`src/rtl/rv32i_defs.sv`:
```
// Shared definitions for the instruction-memory loader: FSM states and error codes.
package rv32i_defs;

    typedef enum logic [2:0] {
        LD_IDLE,
        LD_HDR_HI,
        LD_HDR_LO,
        LD_PAYLOAD,
        LD_CSUM,
        LD_DONE,
        LD_ERR
    } loader_state_e;

    typedef enum logic [1:0] {
        ERR_NONE    = 2'd0,
        ERR_LEN     = 2'd1,
        ERR_CSUM    = 2'd2,
        ERR_TIMEOUT = 2'd3
    } load_err_e;

    // States in which the loader is consuming stream bytes.
    function automatic logic is_stream_state(input loader_state_e s);
        return (s == LD_HDR_HI) || (s == LD_HDR_LO) || (s == LD_PAYLOAD) || (s == LD_CSUM);
    endfunction

endpackage

```
`src/rtl/imem_timeout.sv`:
```
// Idle-cycle watchdog: counts cycles without an accepted byte while enabled.
module imem_timeout #(
    parameter int TIMEOUT_CYCLES = 65535,
    localparam int CW = $clog2(TIMEOUT_CYCLES + 1)
) (
    input  logic clk,
    input  logic rst_n,
    input  logic en_i,
    input  logic acc_i,
    output logic expired_o
);

    logic [CW-1:0] cnt_q, cnt_d;

    always_comb begin
        cnt_d = cnt_q;
        if (!en_i || acc_i) begin
            cnt_d = '0;
        end else if (cnt_q != CW'(TIMEOUT_CYCLES)) begin
            cnt_d = cnt_q + CW'(1);
        end
    end

    // Fires on the cycle whose increment would reach the limit, so the FSM leaves on that edge.
    assign expired_o = en_i && !acc_i && (cnt_q == CW'(TIMEOUT_CYCLES - 1));

    always_ff @(posedge clk or negedge rst_n) begin
        if (!rst_n) begin
            cnt_q <= '0;
        end else begin
            cnt_q <= cnt_d;
        end
    end

endmodule

```
`src/rtl/imem_loader.sv`:
```
// Boot loader: receives a length-prefixed, XOR-checksummed byte stream and writes it
// into instruction memory, holding the core until a load completes cleanly.
module imem_loader
    import rv32i_defs::*;
#(
    parameter int NUM_INSTR      = 32,
    parameter int TIMEOUT_CYCLES = 65535,
    localparam int NB = 4 * NUM_INSTR,
    localparam int AW = $clog2(NB)
) (
    input  logic          clk,
    input  logic          rst_n,
    input  logic          start_i,
    input  logic          byte_valid_i,
    input  logic [7:0]    byte_data_i,
    output logic          byte_ready_o,
    output logic          mem_we_o,
    output logic [AW-1:0] mem_waddr_o,
    output logic [7:0]    mem_wdata_o,
    output logic          core_hold_o,
    output logic          load_done_o,
    output logic [1:0]    err_code_o
);

    loader_state_e state_q, state_d;
    load_err_e     err_q, err_d;
    logic [AW-1:0] cnt_q, cnt_d;
    logic [AW-1:0] last_q, last_d;
    logic [AW-1:0] waddr_q, waddr_d;
    logic [7:0]    hdr_hi_q, hdr_hi_d;
    logic [7:0]    csum_q, csum_d;
    logic [7:0]    wdata_q, wdata_d;
    logic          ready_q, ready_d;
    logic          we_q, we_d;
    logic          hold_q, hold_d;
    logic          done_q, done_d;

    logic          accept;
    logic          expired;
    logic          timing_en;
    logic [15:0]   n_word;

    assign accept    = byte_valid_i && ready_q;
    assign timing_en = (state_q == LD_HDR_LO) || (state_q == LD_PAYLOAD) || (state_q == LD_CSUM);
    assign n_word    = {hdr_hi_q, byte_data_i};

    imem_timeout #(
        .TIMEOUT_CYCLES(TIMEOUT_CYCLES)
    ) u_timeout (
        .clk      (clk),
        .rst_n    (rst_n),
        .en_i     (timing_en),
        .acc_i    (accept),
        .expired_o(expired)
    );

    always_comb begin
        state_d  = state_q;
        err_d    = err_q;
        cnt_d    = cnt_q;
        last_d   = last_q;
        hdr_hi_d = hdr_hi_q;
        csum_d   = csum_q;
        waddr_d  = waddr_q;
        wdata_d  = wdata_q;
        we_d     = 1'b0;

        case (state_q)
            LD_IDLE, LD_DONE, LD_ERR: begin
                if (start_i) begin
                    state_d = LD_HDR_HI;
                    err_d   = ERR_NONE;
                    csum_d  = '0;
                    cnt_d   = '0;
                end
            end
            LD_HDR_HI: begin
                if (accept) begin
                    hdr_hi_d = byte_data_i;
                    state_d  = LD_HDR_LO;
                end
            end
            LD_HDR_LO: begin
                if (accept) begin
                    if ((n_word != 16'd0) && (int'(n_word) <= NUM_INSTR)) begin
                        last_d  = AW'({n_word, 2'b00} - 18'd1);
                        cnt_d   = '0;
                        state_d = LD_PAYLOAD;
                    end else begin
                        err_d   = ERR_LEN;
                        state_d = LD_ERR;
                    end
                end else if (expired) begin
                    err_d   = ERR_TIMEOUT;
                    state_d = LD_ERR;
                end
            end
            LD_PAYLOAD: begin
                if (accept) begin
                    we_d    = 1'b1;
                    waddr_d = cnt_q;
                    wdata_d = byte_data_i;
                    csum_d  = csum_q ^ byte_data_i;
                    // Counter parks on the last index instead of wrapping.
                    if (cnt_q == last_q) begin
                        state_d = LD_CSUM;
                    end else begin
                        cnt_d = cnt_q + AW'(1);
                    end
                end else if (expired) begin
                    err_d   = ERR_TIMEOUT;
                    state_d = LD_ERR;
                end
            end
            LD_CSUM: begin
                if (accept) begin
                    if (byte_data_i == csum_q) begin
                        state_d = LD_DONE;
                    end else begin
                        err_d   = ERR_CSUM;
                        state_d = LD_ERR;
                    end
                end else if (expired) begin
                    err_d   = ERR_TIMEOUT;
                    state_d = LD_ERR;
                end
            end
            default: state_d = LD_IDLE;
        endcase

        ready_d = is_stream_state(state_d);
        hold_d  = (state_d != LD_DONE);
        done_d  = (state_d == LD_DONE);
    end

    always_ff @(posedge clk or negedge rst_n) begin
        if (!rst_n) begin
            state_q  <= LD_IDLE;
            err_q    <= ERR_NONE;
            cnt_q    <= '0;
            last_q   <= '0;
            hdr_hi_q <= '0;
            csum_q   <= '0;
            waddr_q  <= '0;
            wdata_q  <= '0;
            we_q     <= 1'b0;
            ready_q  <= 1'b0;
            hold_q   <= 1'b1;
            done_q   <= 1'b0;
        end else begin
            state_q  <= state_d;
            err_q    <= err_d;
            cnt_q    <= cnt_d;
            last_q   <= last_d;
            hdr_hi_q <= hdr_hi_d;
            csum_q   <= csum_d;
            waddr_q  <= waddr_d;
            wdata_q  <= wdata_d;
            we_q     <= we_d;
            ready_q  <= ready_d;
            hold_q   <= hold_d;
            done_q   <= done_d;
        end
    end

    assign byte_ready_o = ready_q;
    assign mem_we_o     = we_q;
    assign mem_waddr_o  = waddr_q;
    assign mem_wdata_o  = wdata_q;
    assign core_hold_o  = hold_q;
    assign load_done_o  = done_q;
    assign err_code_o   = err_q;

endmodule
```
`config.mk`:
```
export PLATFORM = sky130hd
export DESIGN_NAME = imem_loader
export DESIGN_NICKNAME = d
export VERILOG_FILES = /design/src/rtl/rv32i_defs.sv /design/src/rtl/imem_timeout.sv /design/src/rtl/imem_loader.sv
export SDC_FILE = /design/constraint.sdc
export NUM_CORES = 1
export LEC_CHECK = 0
export ABC_AREA = 1
export BUFFER_PORTS_ARGS = -buffer_cell sky130_fd_sc_hd__buf_2
export CELL_PAD_IN_SITES_DETAIL_PLACEMENT = 1
export CELL_PAD_IN_SITES_GLOBAL_PLACEMENT = 2
export CORE_MARGIN = 1
export CORE_UTILIZATION = 35
export CTS_CLUSTER_DIAMETER = 150
export DETAILED_ROUTE_END_ITERATION = 7
export HOLD_SLACK_MARGIN = 0.05
export PLACE_DENSITY_LB_ADDON = 0.25
export SYNTH_ARGS = -nofsm -noshare
export SYNTH_HDL_FRONTEND = slang
export SYNTH_HIERARCHICAL = 1
export SYNTH_SLANG_ARGS = --single-unit
```
`constraint.sdc`:
```
create_clock -name clk -period 5.8 [get_ports clk]
set_input_delay 0.29 -clock clk [delete_from_list [all_inputs] [get_ports clk]]
set_output_delay 0.29 -clock clk [all_outputs]
set_load 0.02 [all_outputs]
```
==> impl_metrics.env <==
export IMPL_synthDistinctLibCells=34
export IMPL_clock_sink_total=69
export IMPL_critical_path_startpoint_type="flip-flop"
export IMPL_antenna_cells_inserted=0
export IMPL_timing_critical_path_mode_cell="nand2_1"
export IMPL_cpMaxStageDelayCell="dfrtp_1"
export IMPL_number_of_global_route_vias_before_repair=3337
export IMPL_mappedNetlistArea_um2=3670
export IMPL_grt_start_max_net_pins=70
export IMPL_vias_per_cell=4.77
export IMPL_io_pins=33
export IMPL_ant_nets=0
export IMPL_filler_cell_count=1296
export IMPL_worstHoldPathType="in2async"
export IMPL_seq_area_frac_synth=0.470
export IMPL_max_clock_path_buffers=2
export IMPL_syn_mean_instance_area_um2=7.67
export IMPL_post_cts_resize_count=0
export IMPL_timing_reg2reg_worst_path_depth=16
export IMPL_synth_warnings=6
export IMPL_overflow=0
export IMPL_routabilityCongestion=0.843
export IMPL_setup_violations=0
export IMPL_path_max_fanout=17
export IMPL_final_min_clock_period_ns=2.59
export IMPL_max_cap_viol_count=0
export IMPL_timing_final_crit_share=0.446
export IMPL_worst_endpoint_arrival_ns=2.82
export IMPL_initialDrtViolationCount=110
export IMPL_area_growth_pct=13.0
export IMPL_crit_type="reg2reg"
export IMPL_reg2reg_from="state_q[0]"
export IMPL_dieHeight_um=104
export IMPL_routed_wirelength_um=9300
export IMPL_final_hold_viol_count=0
export IMPL_row_count=37
export IMPL_synthesized_nets=496
export IMPL_tns_ns=0
export IMPL_design_die_area_um2=10900
export IMPL_grt_util_overall=0.188
export IMPL_drt_wirelength_per_cell_um=14.2
export IMPL_die_x_um=104
export IMPL_hold_buffers=0
export IMPL_cp_cell_sequence="inv_2 -> nand2_1 -> nor2_1 -> nor2_1 -> inv_1 -> inv_1 -> nor2_4 -> nand4_1 -> nor2_1 -> inv_1 -> a21oi_1 -> o21bai_1 -> nand2_1 -> nand2_1 -> o21bai_1 -> nand2_1"
export IMPL_rsz0062_at_grt="no"
export IMPL_timing_critical_path_slowest_cell_delay_ns=0.42
export IMPL_port_buffer_count=32
export IMPL_synth_seq_cells=69
export IMPL_p_leak_uw=0.00206
export IMPL_layout_core_utilization=0.406
export IMPL_power_density_nw_per_um2=404
export IMPL_numCtsBuffers=9
export IMPL_final_setup_skew_ns=0.00976
export IMPL_drive_gt1_frac=0.146
export IMPL_antenna_violations_before_repair=0
export IMPL_fin_nets=531
export IMPL_hpwlAfterDp_um=6770
export IMPL_run_status="complete, no violations"
export IMPL_endpoint_kind="flip-flop"
export IMPL_critPathRequiredTime_ns=6.04
export IMPL_worst_slew_pin_transition_ns=0.900
export IMPL_design_core_area_um2=10200
export IMPL_drc=0
export IMPL_clock_tree_htree_level_count=3
export IMPL_insertion_delay_ns=0.35
export IMPL_post_route_cell_area_um2=4150
export IMPL_r2r_setup_slack_ns=3.21
export IMPL_clock_fmax_mhz=387
export IMPL_worst_reg2reg_path_endpoint="byte_ready_o"
export IMPL_irDropWorstVdd_v=0.000200
export IMPL_first_pass_iters=4
export IMPL_routed_via_count=3122
export IMPL_multi_input_area_um2=1660
export IMPL_netlist_instances=479
export IMPL_final_seq_area_um2=1730
export IMPL_clk_pin_slew_ns=0.08
export IMPL_maxSlewViolCount=0
export IMPL_global_route_wire_length_before_repair_um=16200
export IMPL_holdWs_ns=0.147
export IMPL_postCtsSetupRepairBufs=0
export IMPL_slew_headroom=0.400
export IMPL_dpl_cell_area_um2=3960
export IMPL_clock_tree_root_cell="clkbuf_8"
export IMPL_tritoncts="yes"
export IMPL_initial_utilization=0.359
==> metal layers <==
metal,vias up,global-route usage,part of all wire
met5,-,0,0
met4,0,0.0663,0.011
met3,8,0.0345,0.023
met2,26,0.299,0.46
met1,1494,0.256,0.50
li1,1594,-,-
==> where the power goes <==
group | leakage, uW | internal (uW) | switching (uW)
registers | 0.000921 | 595 | 65.5
clock network | 0.0000964 | 209 | 190
logic | 0.00105 | 188 | 430
==> through the flow <==
stage | cells | total power [uW] | setup WS, ns
floorplan | 479 | 1120 | 3.76
global placement | 639 | 1280 | 3.31
detailed placement | 639 | 1300 | 3.23
CTS | 655 | 1700 | 3.21
global route | 655 | 1810 | 2.91
finish | 655 | 1680 | 3.21
==> Yosys cell counts (all sizes together) <==
| cell type | number | area (um2) |
|---|---|---|
| nand2 | 154 | 603 |
| dfrtp | 68 | 1700 |
| inv | 60 | 225 |
| nor2 | 50 | 240 |
| o21ai | 47 | 239 |
| nand3 | 34 | 170 |
| o22ai | 9 | 56.3 |
| a21oi | 8 | 40.0 |
| nand4 | 8 | 50.1 |
| buf | 6 | 41.3 |
| o21bai | 6 | 45.0 |
| ha | 5 | 62.6 |
| xor2 | 5 | 43.8 |
| clkbuf | 3 | 11.3 |
| or2 | 3 | 18.8 |
| clkinv | 2 | 7.51 |
| nor4 | 2 | 12.5 |
| xnor2 | 2 | 17.5 |
| a211oi | 1 | 12.5 |
| a221oi | 1 | 8.76 |
| and2 | 1 | 6.26 |
| dfstp | 1 | 26.3 |
| mux2i | 1 | 10.0 |
| nand3b | 1 | 7.51 |
| nor3 | 1 | 16.3 |
==> registers in the layout, indices dropped and copies added, names as in the netlist, 2 cells and up <==
name and flops:
last_q 6, hdr_hi_q 8, cnt_q 7, state_q 3, mem_waddr_o 7, mem_wdata_o 8, csum_q 8, u_timeout/cnt_q 16
err_code_o 2
==> worst max-delay path: cells and delay by family, from the launching register on <==
kind,cells,cell delay [ns]
compound gates,3,0.40
simple gates,9,1.30
flops,1,0.42
buf+inv,4,0.36
==> placed cells by master (no fill, tap or decap), types with 2 or more instances in the layout <==
master	instances
xor2_1	5
inv_2	7
buf_2	32
nor2_2	3
inv_1	53
clkbuf_1	2
o21ai_1	6
nor2_1	41
nand2_4	2
nor4_1	2
clkinv_1	2
nand2_2	4
clkinv_2	2
nand2_1	148
dfrtp_1	68
a21oi_1	8
o22ai_1	9
nor2_4	6
or2_2	3
xnor2_1	2
nand3_1	34
nand4_1	8
clkbuf_8	10
ha_1	5
o21ai_0	40
o21bai_1	6
==> final cells by class <==
| type | count | area share |
|---|---|---|
| clock inverter | 4 | 0.0115 |
| tap | 136 | 0.0410 |
| timing repair buffer | 33 | 0.0404 |
| sequential | 69 | 0.416 |
| inverter | 62 | 0.0561 |
| multi-input combinational | 339 | 0.400 |
| clock buffer | 12 | 0.0350 |
==> cells by family (layout without fill, tap and decap cells) <==
logic type,Yosys count,in the layout,synth area share
AND/OR/NAND/NOR,254,254,0.306
AO/OA/AOI/OAI,72,72,0.109
buffers and inverters,71,111,0.0777
flip-flops,69,69,0.470
XOR/XNOR,7,7,0.0167
adder cells (fa/ha/maj),5,5,0.0170
multiplexers,1,1,0.00272
==> how the worst max path moves through the flow <==
stage | to | start | slack, ns
global route | byte_ready_o | state_q[0] | 2.91
global placement | byte_ready_o | state_q[0] | 3.31
floorplan | byte_ready_o | byte_ready_o | 3.76
detailed placement | byte_ready_o | state_q[0] | 3.23
finish | byte_ready_o | state_q[0] | 3.21
CTS | byte_ready_o | state_q[0] | 3.21
No activity file was read; power rests on OpenSTA's default activity.
